`config.mk`:
```
export PLATFORM = sky130hd
export DESIGN_NAME = mem_arbiter
export DESIGN_NICKNAME = d
export VERILOG_FILES = /design/src/rtl/mem_arb_pkg.sv /design/src/rtl/mem_arb_grant.sv /design/src/rtl/mem_arbiter.sv
export SDC_FILE = /design/constraint.sdc
export NUM_CORES = 1
export LEC_CHECK = 0
export CAP_MARGIN = 20
export CORE_MARGIN = 1
export CORE_UTILIZATION = 38
export CTS_CLUSTER_SIZE = 16
export DETAILED_ROUTE_END_ITERATION = 10
export GPL_TIMING_DRIVEN = 0
export HOLD_SLACK_MARGIN = 0.05
export PLACE_DENSITY = 0.73
export SYNTH_ARGS = -nofsm -noshare
export SYNTH_HDL_FRONTEND = slang
export SYNTH_SLANG_ARGS = --single-unit
```
`constraint.sdc`:
```
create_clock -name clk -period 2.1 [get_ports clk]
set_input_delay 0.315 -clock clk [delete_from_list [all_inputs] [get_ports clk]]
set_output_delay 0.315 -clock clk [all_outputs]
set_load 0.01 [all_outputs]
```
`src/rtl/mem_arb_pkg.sv`:
```
// Shared definitions for the memory arbiter.
//   state_t       : FSM encoding (IDLE=0, BUSY=1, RESP=2)
//   owner_t       : requester encoding (OWN_I=0 fetch, OWN_D=1 data)
//   WORD_SIZE_DEF : default data/address width
//   CNT_W         : width of the access-latency down-counter (MEM_LATENCY <= 15)
package mem_arb_pkg;

  typedef enum logic [1:0] {
    IDLE = 2'd0,
    BUSY = 2'd1,
    RESP = 2'd2
  } state_t;

  typedef enum logic {
    OWN_I = 1'b0,
    OWN_D = 1'b1
  } owner_t;

  localparam int WORD_SIZE_DEF = 16;
  localparam int CNT_W         = 4;

endpackage

```
`src/rtl/mem_arb_grant.sv`:
```
// Combinational grant selection between the fetch and data requesters.
// Optional feature macro: ARB_ROUND_ROBIN_EN
//   undefined : data always wins a contested cycle
//   defined   : a contested cycle goes to the requester that lost the last
//               contested cycle (tracked by the parent in last_owner)
// Ports:
//   i_read               fetch request
//   d_read, d_write      data requests (both high is served as a write upstream)
//   last_owner           (round-robin only) winner of the previous contest
//   req_any              at least one request is pending
//   grant_owner          selected owner
//   contested            (round-robin only) both requesters are active
module mem_arb_grant
  import mem_arb_pkg::*;
(
  input  logic   i_read,
  input  logic   d_read,
  input  logic   d_write,
`ifdef ARB_ROUND_ROBIN_EN
  input  owner_t last_owner,
  output logic   contested,
`endif
  output logic   req_any,
  output owner_t grant_owner
);

  logic d_req;

  always_comb begin
    d_req       = d_read | d_write;
    req_any     = i_read | d_req;
    grant_owner = d_req ? OWN_D : OWN_I;
`ifdef ARB_ROUND_ROBIN_EN
    contested = i_read & d_req;
    if (contested) begin
      grant_owner = (last_owner == OWN_I) ? OWN_D : OWN_I;
    end
`endif
  end

endmodule

```
`src/rtl/mem_arbiter.sv`:
```
// Two-requester arbiter for a single-port memory. An instruction-fetch port
// (read only) and a data port (read/write) share one memory. Each access
// takes MEM_LATENCY BUSY cycles followed by one RESP cycle that pulses the
// owner's ready; requests seen outside IDLE are not queued.
// Optional feature macro: ARB_ROUND_ROBIN_EN (alternating priority on
// contested cycles; otherwise fixed data priority).
// Parameters: WORD_SIZE (data/address width), MEM_LATENCY (1..15).
// Ports:
//   clk, reset_n                 clock, asynchronous active-low reset
//   i_read, i_addr               fetch request and address
//   i_data, i_ready              fetch read data and completion pulse
//   d_read, d_write              data read / write requests
//   d_addr, d_wdata              data address and write data
//   d_rdata, d_ready             data read result and completion pulse
//   m_read, m_write              memory strobes
//   m_addr, m_wdata, m_rdata     memory address, write data, read data
//   busy                         high whenever the FSM is not IDLE
module mem_arbiter
  import mem_arb_pkg::*;
#(
  parameter int WORD_SIZE   = WORD_SIZE_DEF,
  parameter int MEM_LATENCY = 2
) (
  input  logic                 clk,
  input  logic                 reset_n,
  input  logic                 i_read,
  input  logic [WORD_SIZE-1:0] i_addr,
  output logic [WORD_SIZE-1:0] i_data,
  output logic                 i_ready,
  input  logic                 d_read,
  input  logic                 d_write,
  input  logic [WORD_SIZE-1:0] d_addr,
  input  logic [WORD_SIZE-1:0] d_wdata,
  output logic [WORD_SIZE-1:0] d_rdata,
  output logic                 d_ready,
  output logic                 m_read,
  output logic                 m_write,
  output logic [WORD_SIZE-1:0] m_addr,
  output logic [WORD_SIZE-1:0] m_wdata,
  input  logic [WORD_SIZE-1:0] m_rdata,
  output logic                 busy
);

  localparam logic [CNT_W-1:0] CNT_LOAD = CNT_W'(MEM_LATENCY - 1);

  state_t           state;
  owner_t           owner;
  logic [CNT_W-1:0] cnt;
  logic             req_any;
  owner_t           grant_owner;

`ifdef ARB_ROUND_ROBIN_EN
  owner_t last_owner;
  logic   contested;
`endif

  mem_arb_grant u_grant (
    .i_read      (i_read),
    .d_read      (d_read),
    .d_write     (d_write),
`ifdef ARB_ROUND_ROBIN_EN
    .last_owner  (last_owner),
    .contested   (contested),
`endif
    .req_any     (req_any),
    .grant_owner (grant_owner)
  );

  always_ff @(posedge clk or negedge reset_n) begin
    if (!reset_n) begin
      state   <= IDLE;
      owner   <= OWN_I;
      cnt     <= '0;
      busy    <= 1'b0;
      m_read  <= 1'b0;
      m_write <= 1'b0;
      m_addr  <= '0;
      m_wdata <= '0;
      i_ready <= 1'b0;
      d_ready <= 1'b0;
      i_data  <= '0;
      d_rdata <= '0;
`ifdef ARB_ROUND_ROBIN_EN
      // Reset to fetch so the first contest goes to data.
      last_owner <= OWN_I;
`endif
    end else begin
      i_ready <= 1'b0;
      d_ready <= 1'b0;
      case (state)
        IDLE: begin
          if (req_any) begin
            state <= BUSY;
            busy  <= 1'b1;
            owner <= grant_owner;
            cnt   <= CNT_LOAD;
            if (grant_owner == OWN_D) begin
              // d_write wins over d_read so an illegal read+write is a write.
              m_addr  <= d_addr;
              m_wdata <= d_wdata;
              m_write <= d_write;
              m_read  <= ~d_write;
            end else begin
              m_addr  <= i_addr;
              m_wdata <= '0;
              m_write <= 1'b0;
              m_read  <= 1'b1;
            end
`ifdef ARB_ROUND_ROBIN_EN
            if (contested) begin
              last_owner <= grant_owner;
            end
`endif
          end
        end
        BUSY: begin
          if (cnt == '0) begin
            state   <= RESP;
            m_read  <= 1'b0;
            m_write <= 1'b0;
            // m_write still holds the access direction in its last BUSY cycle.
            if (owner == OWN_D) begin
              d_ready <= 1'b1;
              if (!m_write) begin
                d_rdata <= m_rdata;
              end
            end else begin
              i_ready <= 1'b1;
              i_data  <= m_rdata;
            end
          end else begin
            cnt <= cnt - 1'b1;
          end
        end
        RESP: begin
          state <= IDLE;
          busy  <= 1'b0;
        end
        default: begin
          state   <= IDLE;
          busy    <= 1'b0;
          m_read  <= 1'b0;
          m_write <= 1'b0;
        end
      endcase
    end
  end

endmodule

```
; Yosys cells after proc, flatten, opt, wreduce, memory -nomap -nowiden
; Index checks and enable logic that the tools add are counted.
[word_totals]
regBits = 76
output_inout_bits = 69
[op_classes]
muxes = 24
n_addsub = 1
reduce_logical = 10
n_eq_ne = 5
bitwise_logic = 7
[op_table]
columns = cell, n
row1 = $mux 16, 2
row2 = $mux 1, 13
row3 = $reduce_and 3->1, 3
row4 = $mux 4, 2
row5 = $pmux 4 s2, 1
row6 = $ne 2x2->1 const B, 3
row7 = $pmux 1 s3, 2
row8 = $reduce_and 2->1, 3
row9 = $not 1->1, 5
row10 = $logic_not 4->1, 1
row11 = $mux 2, 2
row12 = $pmux 2 s2, 1
row13 = $reduce_and 4->1, 1
row14 = $sub 4x1->4 const B, 1
row15 = $eq 2x1->1 const B, 1
row16 = $eq 2x2->1 const B, 1
row17 = $logic_not 2->1, 1
row18 = $or 1x1->1, 2
row19 = $pmux 1 s2, 1
row20 = $reduce_bool 2->1, 1

; Depth between registers and ports, before layout
; Gate-level depths: netlist of the first run.
[depth]
word_depth = 5
ltp_mapped = 7
depth_no_buf = 5

; Modules after synthesis
; A second synthesis of the first run with hierarchy kept.
[hier_totals]
cells_unflattened = 262
hier_area_um2 = 3174.3
[modules_own_cells]
columns = module, instances, seq_area_each_um2, area_per_inst_um2, cells_per_inst
row1 = mem_arbiter, 1, 1901.8, 3161.8, 260
row2 = mem_arb_grant, 1, 0.0, 12.5, 2

; Worst setup path after synthesis of the first run
; Ideal clock, no wire load.
[synth_path]
kind = register to register
start = register cnt[0]
end = register i_data[0]
path_stages_with_launch = 8
setup_slack_ns = 0.055
n_path_buf = 2
synth_period_minus_slack_ns = 2.045
arrival_time_ns = 1.920
cell_sequence = dfrtp_1 -> inv_1 -> ha_1 -> or3b_4 -> or3_1 -> buf_6 -> buf_12 -> mux2_4
[synth_between]
elab_chain_len = 2
[synth_lines]
columns = item, line_no
row1 = start: declaration, mem_arbiter.sv:48  ; logic [CNT_W-1:0] cnt;
row2 = start signal: assignment, mem_arbiter.sv:132  ; cnt <= cnt - 1'b1;
row3 = $logic_not 4->1, mem_arbiter.sv:117  ; if (cnt == '0) begin
row4 = $reduce_and 3->1 (no source line), -
row5 = end signal: assignment, mem_arbiter.sv:129  ; i_data <= m_rdata;
row6 = end: declaration, mem_arbiter.sv:28  ; output logic [WORD_SIZE-1:0] i_data,
; No other way between the ends.
; A chain may end at the register's enable or synchronous reset.

; Worst setup path in the final report of the first run
[layout_path]
start = register cnt[0]
end = register i_data[6]
; Same word-level chain as after synthesis.

==> results of run 1 <==
-- layer usage --
layer / vias to the layer above / track usage [%]
met1: 1160 / 25.1
li1: 1144 / -
met3: 9 / 4.52
met4: 0 / 6.15
met2: 102 / 29.2
met5: - / 0
-- cells in the mapped netlist --
master,number
nor2b_1,3
nor4_1,2
or3_1,3
a311o_1,1
o21ai_0,3
or3b_4,1
o21bai_1,1
o21a_1,1
dfrtp_1,76
nand2b_1,2
buf_6,1
a31o_2,1
nor3_1,3
clkbuf_1,10
a22o_1,16
nand4_2,1
nor2_2,1
o31ai_1,1
a31oi_1,1
a21o_1,1
mux2_2,23
o22ai_1,1
inv_1,5
a21boi_0,1
buf_12,1
o2bb2ai_1,1
a21oi_1,33
and2_0,1
nor3b_1,1
nor2_1,2
mux2i_1,16
ha_1,2
and3_1,1
nand2_1,4
mux2_4,9
buf_2,3
-- cells by family (layout without fill, tap and decap cells) --
| logic type | after synthesis | after routing |
|---|---|---|
| DFF | 76 | 76 |
| AOI/OAI and AO/OA | 62 | 62 |
| muxes | 48 | 48 |
| and+or+nand+nor | 25 | 25 |
| buffers and inverters | 20 | 174 |
| adders and majority gates | 2 | 2 |
-- power groups by stage --
stage | clock network [mW] | registers (mW) | logic [mW]
after detailed placement | 0 | 2.57 | 3.44
final | 0.928 | 2.56 | 3.45
after global placement | 0 | 2.56 | 3.36
after floorplan | 0 | 2.85 | 1.34
after global routing | 1.03 | 2.66 | 3.73
after CTS | 0.968 | 2.56 | 3.46
-- final cells by class --
class,count,area (um2)
fillers,671,2990
flip-flops and latches,76,1900
repair buffers,140,1410
multi-input cells,137,1160
clock buffers,11,141
well taps,102,128
plain buffers,15,86.3
inverters,5,18.8
clock inverters,3,15.0
-- critical path, delay by kind of cell (launching register included) --
kind	cells	cell delay [ns]
and+or+nand+nor	2	0.71
muxes	1	0.29
buffers and inverters	3	0.38
DFF	1	0.38
adders and majority gates	1	0.15
-- worst max path at each step --
stage,from,to,depth (start not counted)
finish,cnt[0],i_data[6],7
global placement,reset_n,m_addr[10],1
CTS,cnt[1],i_data[6],7
detailed placement,d_write,m_wdata[6],5
floorplan,cnt[0],i_data[0],7
global route,cnt[0],i_data[6],7
-- per-stage QoR --
step / hold WS, ns / util (%) / worst slack, ns / total power, mW
6_report: 0.329 / 61.9 / 0.0716 / 6.94
5_1_grt: 0.335 / 61.9 / 0.000488 / 7.42
3_5_place_dp: 0.127 / 59.3 / -0.361 / 6.01
4_1_cts: 0.299 / 61.7 / 0.0360 / 7.00
3_3_place_gp: 0.487 / 59.0 / -1.88 / 5.92
2_1_floorplan: 0.0194 / - / 0.0547 / 4.19
-- sequential cells by signal, indices dropped and copies added (netlist names) --
signal and count:
i_data 16, cnt 4, busy 1, m_addr 16, i_ready 1, m_read 1
owner 1, d_rdata 16, m_wdata 16, d_ready 1, m_write 1, state 2
-- what timing repair did --
item	4_1_cts	5_1_grt
setup buffers	1	0
gates cloned	0	0
pin swaps	1	0
setup endpoints to repair	25	54
endpoints found under the hold margin	76	0
hold buffers	1	0
resized for setup	4	7
==> impl_metrics.json, run 1 <==
{
  "drive_gt1_share_pct": 16.5,
  "clock_power_share_pct": 13.4,
  "fin_skew_ns": 0.00807,
  "final.setup.tns_ns": 0,
  "dr_wl_met2_mm": 3.54,
  "fin_crit_ns": 2.03,
  "wl_met3_um": 534,
  "final_cell_mix": "clkdlybuf4s50_1 (136), dfrtp_1 (76), a21oi_1 (33)",
  "clock-sinks": 76,
  "layout.cells.non_filler": 489,
  "hpwl_mm": 5.42,
  "met1Wirelength_mm": 3.42,
  "grt_pass1_wl_mm": 12.4,
  "antennaDiodeCount": 0,
  "cts_max_level": 3,
  "worst_ir_drop_vdd_uv": 547,
  "dieArea_um2": 8610,
  "p_int_mw": 4.65,
  "yosysSeqAreaShare_pct": 60.7,
  "crit_slowest_cell": "dfrtp_1",
  "post_drt_wl_per_cell_um": 15.5,
  "pin_count": 138,
  "antenna_found_initial": 0,
  "synth_top_area_share_pct": 60.7,
  "die_w_um": 92.8,
  "fmax_mhz": 493,
  "grt_max_degree": 74,
  "finalHoldViolCount": 0,
  "grt_pass1_vias": 2500,
  "start_util_pct": 39.9,
  "synthMuxAreaShare_pct": 17.7,
  "drc": 0,
  "pwr-share-seq_pct": 36.9,
  "p_leak_nw": 2.08,
  "synth_top_family_by_area": "multiplexers",
  "maxCapViolations": 0,
  "track_usage_pct": 18.6,
  "path_clk_slew_ns": 0.07,
  "synth_xor_area_share_pct": 0,
  "crit_path_start_kind": "register",
  "io_buffers": 137,
  "ys_warn_count": 0,
  "vias_per_cell": 4.94,
  "criticalPathCategory": "register to register",
  "design_area_um2": 4860,
  "min_period_over_period_pct": 96.6,
  "comb_power_share_pct": 49.7,
  "p_sw_mw": 2.29,
  "place_inst": 473,
  "synth_cells": 233,
  "hp-class": "input port to asynchronous set/reset pin",
  "setup_violations": 0,
  "drt_first_iter_violations": 97,
  "r2r_cells": 7,
  "worstMarginPinSlew_ns": 0.610,
  "place_congestion": 0.800,
  "crit_arrival_ns": 2.24,
  "num_rows": 32,
  "syn_area_per_cell_um2": 13.4,
  "maxSlewHeadroom_pct": 59.3,
  "die_h_um": 92.8,
  "path_cells": "inv_2, ha_4, or3b_4, or3_1, buf_6, buf_12, mux2_4",
  "placed_area_um2": 4660,
  "top_layer": "met4",
  "path_max_fanout": 10,
  "drtPass1Iterations": 4,
  "synth_area_leaders": "dfrtp_1 (61%), mux2_2 (8.3%), a21oi_1 (5.3%)",
  "wl_mm": 7.57,
  "synth_compound_area_share_pct": 12.7,
  "ys_ff_latch": 76,
  "synthAdderAreaFrac_pct": 0.799,
  "p_sw_share_pct": 33.0,
  "status": "completed",
  "ys_types": 36,
  "final_nets": 455,
  "clock_latency_ns": 0.33,
  "p_per_area_nw_per_um2": 1430,
  "syn_to_final_growth_pct": 55.2,
  "crit_required_ns": 2.31,
  "yosys.area.top_type": "dfrtp_1",
  "clockBufferDepth": 2,
  "core_um2": 7850,
  "layout_commonest_cell": "clkdlybuf4s50_1",
  "clock-root-buffer": "clkbuf_8",
  "gr-total-overflow": 0,
  "cts_tree": "done",
  "rr_startpoint": "cnt[0]",
  "vias": 2415,
  "synth_nets": 304,
  "r2r_slack_ns": 0.07,
  "numCtsBuffers": 9,
  "slowest_delay_ns": 0.38,
  "synth_simple_gate_area_share_pct": 4.79,
  "slew_violations": 0,
  "cp-end-kind": "register",
  "grt_setup_unrepaired": "false",
  "worstReg2RegEnd": "i_data[6]",
  "final_antenna_net_count": 0,
  "syn_area_um2": 3130
}
(Power assumes the default switching activity.)
==> run 2: changes to the inputs <==
--- a/config.mk
+++ b/config.mk
@@ -16,3 +16,4 @@
 export SYNTH_ARGS = -nofsm -noshare
 export SYNTH_HDL_FRONTEND = slang
 export SYNTH_SLANG_ARGS = --single-unit
+export TNS_END_PERCENT = 20
==> impl_metrics.json, run 2 (synthesis results as in run 1) <==
{
  "status": "completed",
  "hpwl_mm": 5.42,
  "syn_to_final_growth_pct": 55.2,
  "finalHoldViolCount": 0,
  "place_congestion": 0.800,
  "core_um2": 7850,
  "worst_ir_drop_vdd_uv": 553,
  "clock_latency_ns": 0.33,
  "drc": 0,
  "crit_path_start_kind": "input port",
  "vias_per_cell": 4.97,
  "min_period_over_period_pct": 96.9,
  "grt_pass1_vias": 2492,
  "clock-root-buffer": "clkbuf_8",
  "dieArea_um2": 8610,
  "vias": 2429,
  "fin_crit_ns": 2.04,
  "grt_setup_unrepaired": "true",
  "p_leak_nw": 2.07,
  "antennaDiodeCount": 0,
  "cts_max_level": 3,
  "p_per_area_nw_per_um2": 1430,
  "setup_violations": 0,
  "place_inst": 473,
  "cp-end-kind": "register",
  "hp-class": "input port to asynchronous set/reset pin",
  "fin_skew_ns": 0.00878,
  "antenna_found_initial": 0,
  "final_cell_mix": "clkdlybuf4s50_1 (136), dfrtp_1 (76), a21oi_1 (33)",
  "drive_gt1_share_pct": 16.5,
  "fillers": 667,
  "maxCapViolations": 0,
  "post_drt_wl_per_cell_um": 15.5,
  "fmax_mhz": 491,
  "grt_max_degree": 74,
  "final_nets": 455,
  "p_int_mw": 4.66,
  "path_clk_slew_ns": 0.08,
  "pin_count": 138,
  "drtPass1Iterations": 4,
  "die_h_um": 92.8,
  "clock_power_share_pct": 13.4,
  "final_antenna_net_count": 0,
  "slew_violations": 0,
  "clock-sinks": 76,
  "worstMarginPinSlew_ns": 0.602,
  "gr-total-overflow": 0,
  "grt_pass1_wl_mm": 12.4,
  "crit_arrival_ns": 2.23,
  "pwr-share-seq_pct": 36.8,
  "io_buffers": 137,
  "p_sw_share_pct": 33.0,
  "p_sw_mw": 2.30,
  "total_power_mw": 6.96,
  "wl_mm": 7.60,
  "start_util_pct": 39.9,
  "track_usage_pct": 18.6,
  "finalCoreUtilization_pct": 61.9,
  "numCtsBuffers": 9,
  "comb_power_share_pct": 49.8,
  "layout_commonest_cell": "clkdlybuf4s50_1",
  "criticalPathCategory": "input port to register",
  "path_max_fanout": 10,
  "die_w_um": 92.8,
  "layout.cells.non_filler": 489,
  "cts_tree": "done",
  "drt_first_iter_violations": 116,
  "num_rows": 32,
  "maxSlewHeadroom_pct": 59.8,
  "clockBufferDepth": 2,
  "crit_required_ns": 2.30
}
[run 2: cell counts in the layout (fill, tap and decap cells not counted)]
Identical to the previous run, type by type.
[run 2: stage by stage]
step | hold slack [ns] | instance area [um2] | worst slack (ns) | TNS (ns)
2_1_floorplan | 0.0194 | 3130 | 0.0547 | 0
3_3_place_gp | 0.487 | 4630 | -1.88 | -149.38
3_5_place_dp | 0.127 | 4660 | -0.361 | -8.75
4_1_cts | 0.299 | 4830 | -0.0324 | -0.181
5_1_grt | 0.335 | 4860 | -0.0554 | -0.353
6_report | 0.329 | 4860 | 0.0649 | 0
[run 2: critical path, cell delays in order]
cell and delay [ns]:
clkdlybuf4s50_1 0.55, or3_1 0.13, buf_2 0.22, and2_0 0.16, clkbuf_1 0.30, clkbuf_1 0.40
a21oi_1 0.15
[run 2: layout make-up]
type                    count  area [um2]  share of cell area [%]
well taps                 102         128                    2.63
multi-input cells         137        1160                    23.9
plain buffers              14        73.8                    1.52
inverters                   5        18.8                   0.386
repair buffers            141        1420                    29.2
flip-flops and latches     76        1900                    39.1
clock buffers              11         141                    2.91
clock inverters             3        15.0                   0.309
[run 2: per-layer routing]
metal | track usage (%) | vias up | wire (um)
li1 | - | 1145 | -
met2 | 29.2 | 111 | 3560
met1 | 25.1 | 1164 | 3390
met5 | 0 | - | 0
met3 | 4.52 | 9 | 568
met4 | 6.15 | 0 | 79
[run 2: what timing repair did]
| action | 4_1_cts | 5_1_grt |
|---|---|---|
| setup endpoints to repair | 25 | 48 |
| pin swaps | 0 | 1 |
| hold buffers | 1 | 0 |
| gates resized for setup | 3 | 7 |
| setup buffers | 0 | 2 |
| hold endpoints to repair | 76 | 0 |
[run 2: final timing paths]
path | end | slack [ns] | startpoint | cells past startpoint
setup / recovery | m_addr[0] | 0.06 | d_write | 7
hold reg to reg | i_data[7] | 0.50 | i_data[7] | 1
min in group clk | i_data[7] | 0.50 | i_data[7] | 1
setup reg to reg | i_data[6] | 0.08 | cnt[1] | 6
hold / removal | i_data[4] | 0.33 | reset_n | 2
max in group asynchronous | d_rdata[10] | 1.24 | reset_n | 3
[run 2: power by group through the flow]
stage | Sequential (mW) | Combinational [mW] | Clock, mW
3_3_place_gp | 2.56 | 3.36 | 0
5_1_grt | 2.66 | 3.75 | 1.03
4_1_cts | 2.56 | 3.46 | 0.968
6_report | 2.56 | 3.46 | 0.931
2_1_floorplan | 2.85 | 1.34 | 0
3_5_place_dp | 2.57 | 3.44 | 0
==> run 3: changes to the inputs <==
--- a/config.mk
+++ b/config.mk
@@ -13,6 +13,7 @@
 export GPL_TIMING_DRIVEN = 0
 export HOLD_SLACK_MARGIN = 0.05
 export PLACE_DENSITY = 0.73
+export SKIP_CTS_REPAIR_TIMING = 1
 export SYNTH_ARGS = -nofsm -noshare
 export SYNTH_HDL_FRONTEND = slang
 export SYNTH_SLANG_ARGS = --single-unit
==> impl_metrics.json, run 3 (synthesis results as in run 1) <==
{
  "status": "finished, violations left",
  "violations": "setup timing",
  "hpwl_mm": 5.42,
  "critPathLaunch": "cnt[0]",
  "placed_area_um2": 4660,
  "multi_input_area_um2": 1150,
  "fillers": 672,
  "criticalPathCategory": "register to register",
  "antennaDiodeCount": 0,
  "grt_pass1_vias": 2475,
  "path_max_fanout": 10,
  "path_clk_slew_ns": 0.07,
  "worst_slack_ns": -0.00227,
  "start_util_pct": 39.9,
  "place_congestion": 0.800,
  "track_usage_pct": 18.4,
  "hp-class": "input port to asynchronous set/reset pin",
  "die_w_um": 92.8,
  "slowest_delay_ns": 0.38,
  "drc": 0,
  "fin_skew_ns": 0.00861,
  "cts_tree": "done",
  "register_area_um2": 1900,
  "grt_max_degree": 74,
  "vias_per_cell": 4.97,
  "cts_max_level": 3,
  "maxCapViolations": 0,
  "maxSlewHeadroom_pct": 60.0,
  "clock-root-buffer": "clkbuf_8",
  "final_antenna_net_count": 0,
  "dieArea_um2": 8610,
  "design_area_um2": 4850,
  "clock-sinks": 76,
  "crit_path_start_kind": "register",
  "crit_required_ns": 2.31,
  "min_period_over_period_pct": 100,
  "final_nets": 454,
  "wl_mm": 7.58,
  "io_buffers": 137,
  "num_rows": 32,
  "place_ws_ns": -0.361,
  "grt_setup_unrepaired": "true",
  "place_inst": 473,
  "clockBufferDepth": 2,
  "die_h_um": 92.8,
  "cp-end-kind": "register",
  "slew_violations": 0,
  "path_cells": "inv_2, ha_4, or3b_4, or3_4, buf_6, buf_12, mux2_4",
  "clock_latency_ns": 0.33,
  "total_power_mw": 6.93,
  "gr-total-overflow": 0,
  "vias": 2424,
  "p_leak_nw": 2.07,
  "p_per_area_nw_per_um2": 1430,
  "rr_startpoint": "cnt[0]",
  "core_um2": 7850,
  "crit_arrival_ns": 2.31,
  "worstMarginPinSlew_ns": 0.600,
  "syn_to_final_growth_pct": 54.9,
  "drive_gt1_share_pct": 16.3,
  "numCtsBuffers": 9,
  "fin_crit_ns": 2.10,
  "layout_commonest_cell": "clkdlybuf4s50_1",
  "antenna_found_initial": 0,
  "holdWs_ns": 0.329,
  "grt_pass1_wl_mm": 12.3,
  "layout.cells.non_filler": 488,
  "finalHoldViolCount": 0,
  "crit_slowest_cell": "dfrtp_1",
  "pin_count": 138,
  "worst_ir_drop_vdd_uv": 547,
  "final_cell_mix": "clkdlybuf4s50_1 (136), dfrtp_1 (76), a21oi_1 (33)",
  "post_drt_wl_per_cell_um": 15.5,
  "setup_violations": 1,
  "drt_first_iter_violations": 147,
  "drtPass1Iterations": 4,
  "fmax_mhz": 476
}
## run 3: cell count changes in the layout (fill, tap and decap cells not counted)
| cell | previous run | this run |
|---|---|---|
| buf_4 | 3 | 1 |
| buf_6 | 0 | 1 |
| nor3b_2 | 0 | 1 |
| nor3b_4 | 1 | 0 |
## run 3: where the power goes
part / internal [mW] / switching [mW] / leakage, nW / total, mW
registers: 2.18 / 0.382 / 0.897 / 2.56
clock network: 0.443 / 0.487 / 0.0848 / 0.930
logic: 2.02 / 1.42 / 1.09 / 3.44
## run 3: worst paths after layout
| kind | endpoint | slack, ns | depth (start not counted) |
|---|---|---|---|
| min in group clk | i_data[7] | 0.50 | 1 |
| worst max register to register | i_data[6] | -0.002 | 7 |
| worst min-delay path | i_data[4] | 0.33 | 2 |
| worst min register to register | i_data[7] | 0.50 | 1 |
| max in group asynchronous | d_rdata[10] | 1.24 | 3 |
| worst max-delay path | i_data[6] | -0.002 | 7 |
## run 3: routing by layer
metal / wire length (um) / track usage [%] / part of all wire (%)
met5: 0 / 0 / 0
met4: 79 / 6.15 / 1.0
met3: 547 / 4.43 / 7.2
met2: 3510 / 28.7 / 46
met1: 3440 / 25.0 / 45
## run 3: critical path, delay by kind of cell, from the launching register on
family / cells / cell delay [ns]
fa+ha+maj: 1 / 0.15
mux: 1 / 0.29
flops: 1 / 0.38
simple gates: 2 / 0.75
buf+inv: 3 / 0.40
## run 3: cell type report
cell class              instances  area share [%]
plain buffers                  15            1.75
clock buffers                  11            2.91
clock inverters                 3           0.310
inverters                       5           0.387
multi-input cells             137            23.8
flip-flops and latches         76            39.2
well taps                     102            2.63
repair buffers                139            29.0
## run 3: stage by stage
step	TNS (ns)	util, %
4_1_cts	-2.45	61.3
3_5_place_dp	-8.75	59.3
3_3_place_gp	-149.38	59.0
6_report	-0.00227	61.8
2_1_floorplan	0	-
5_1_grt	-1.24	61.8
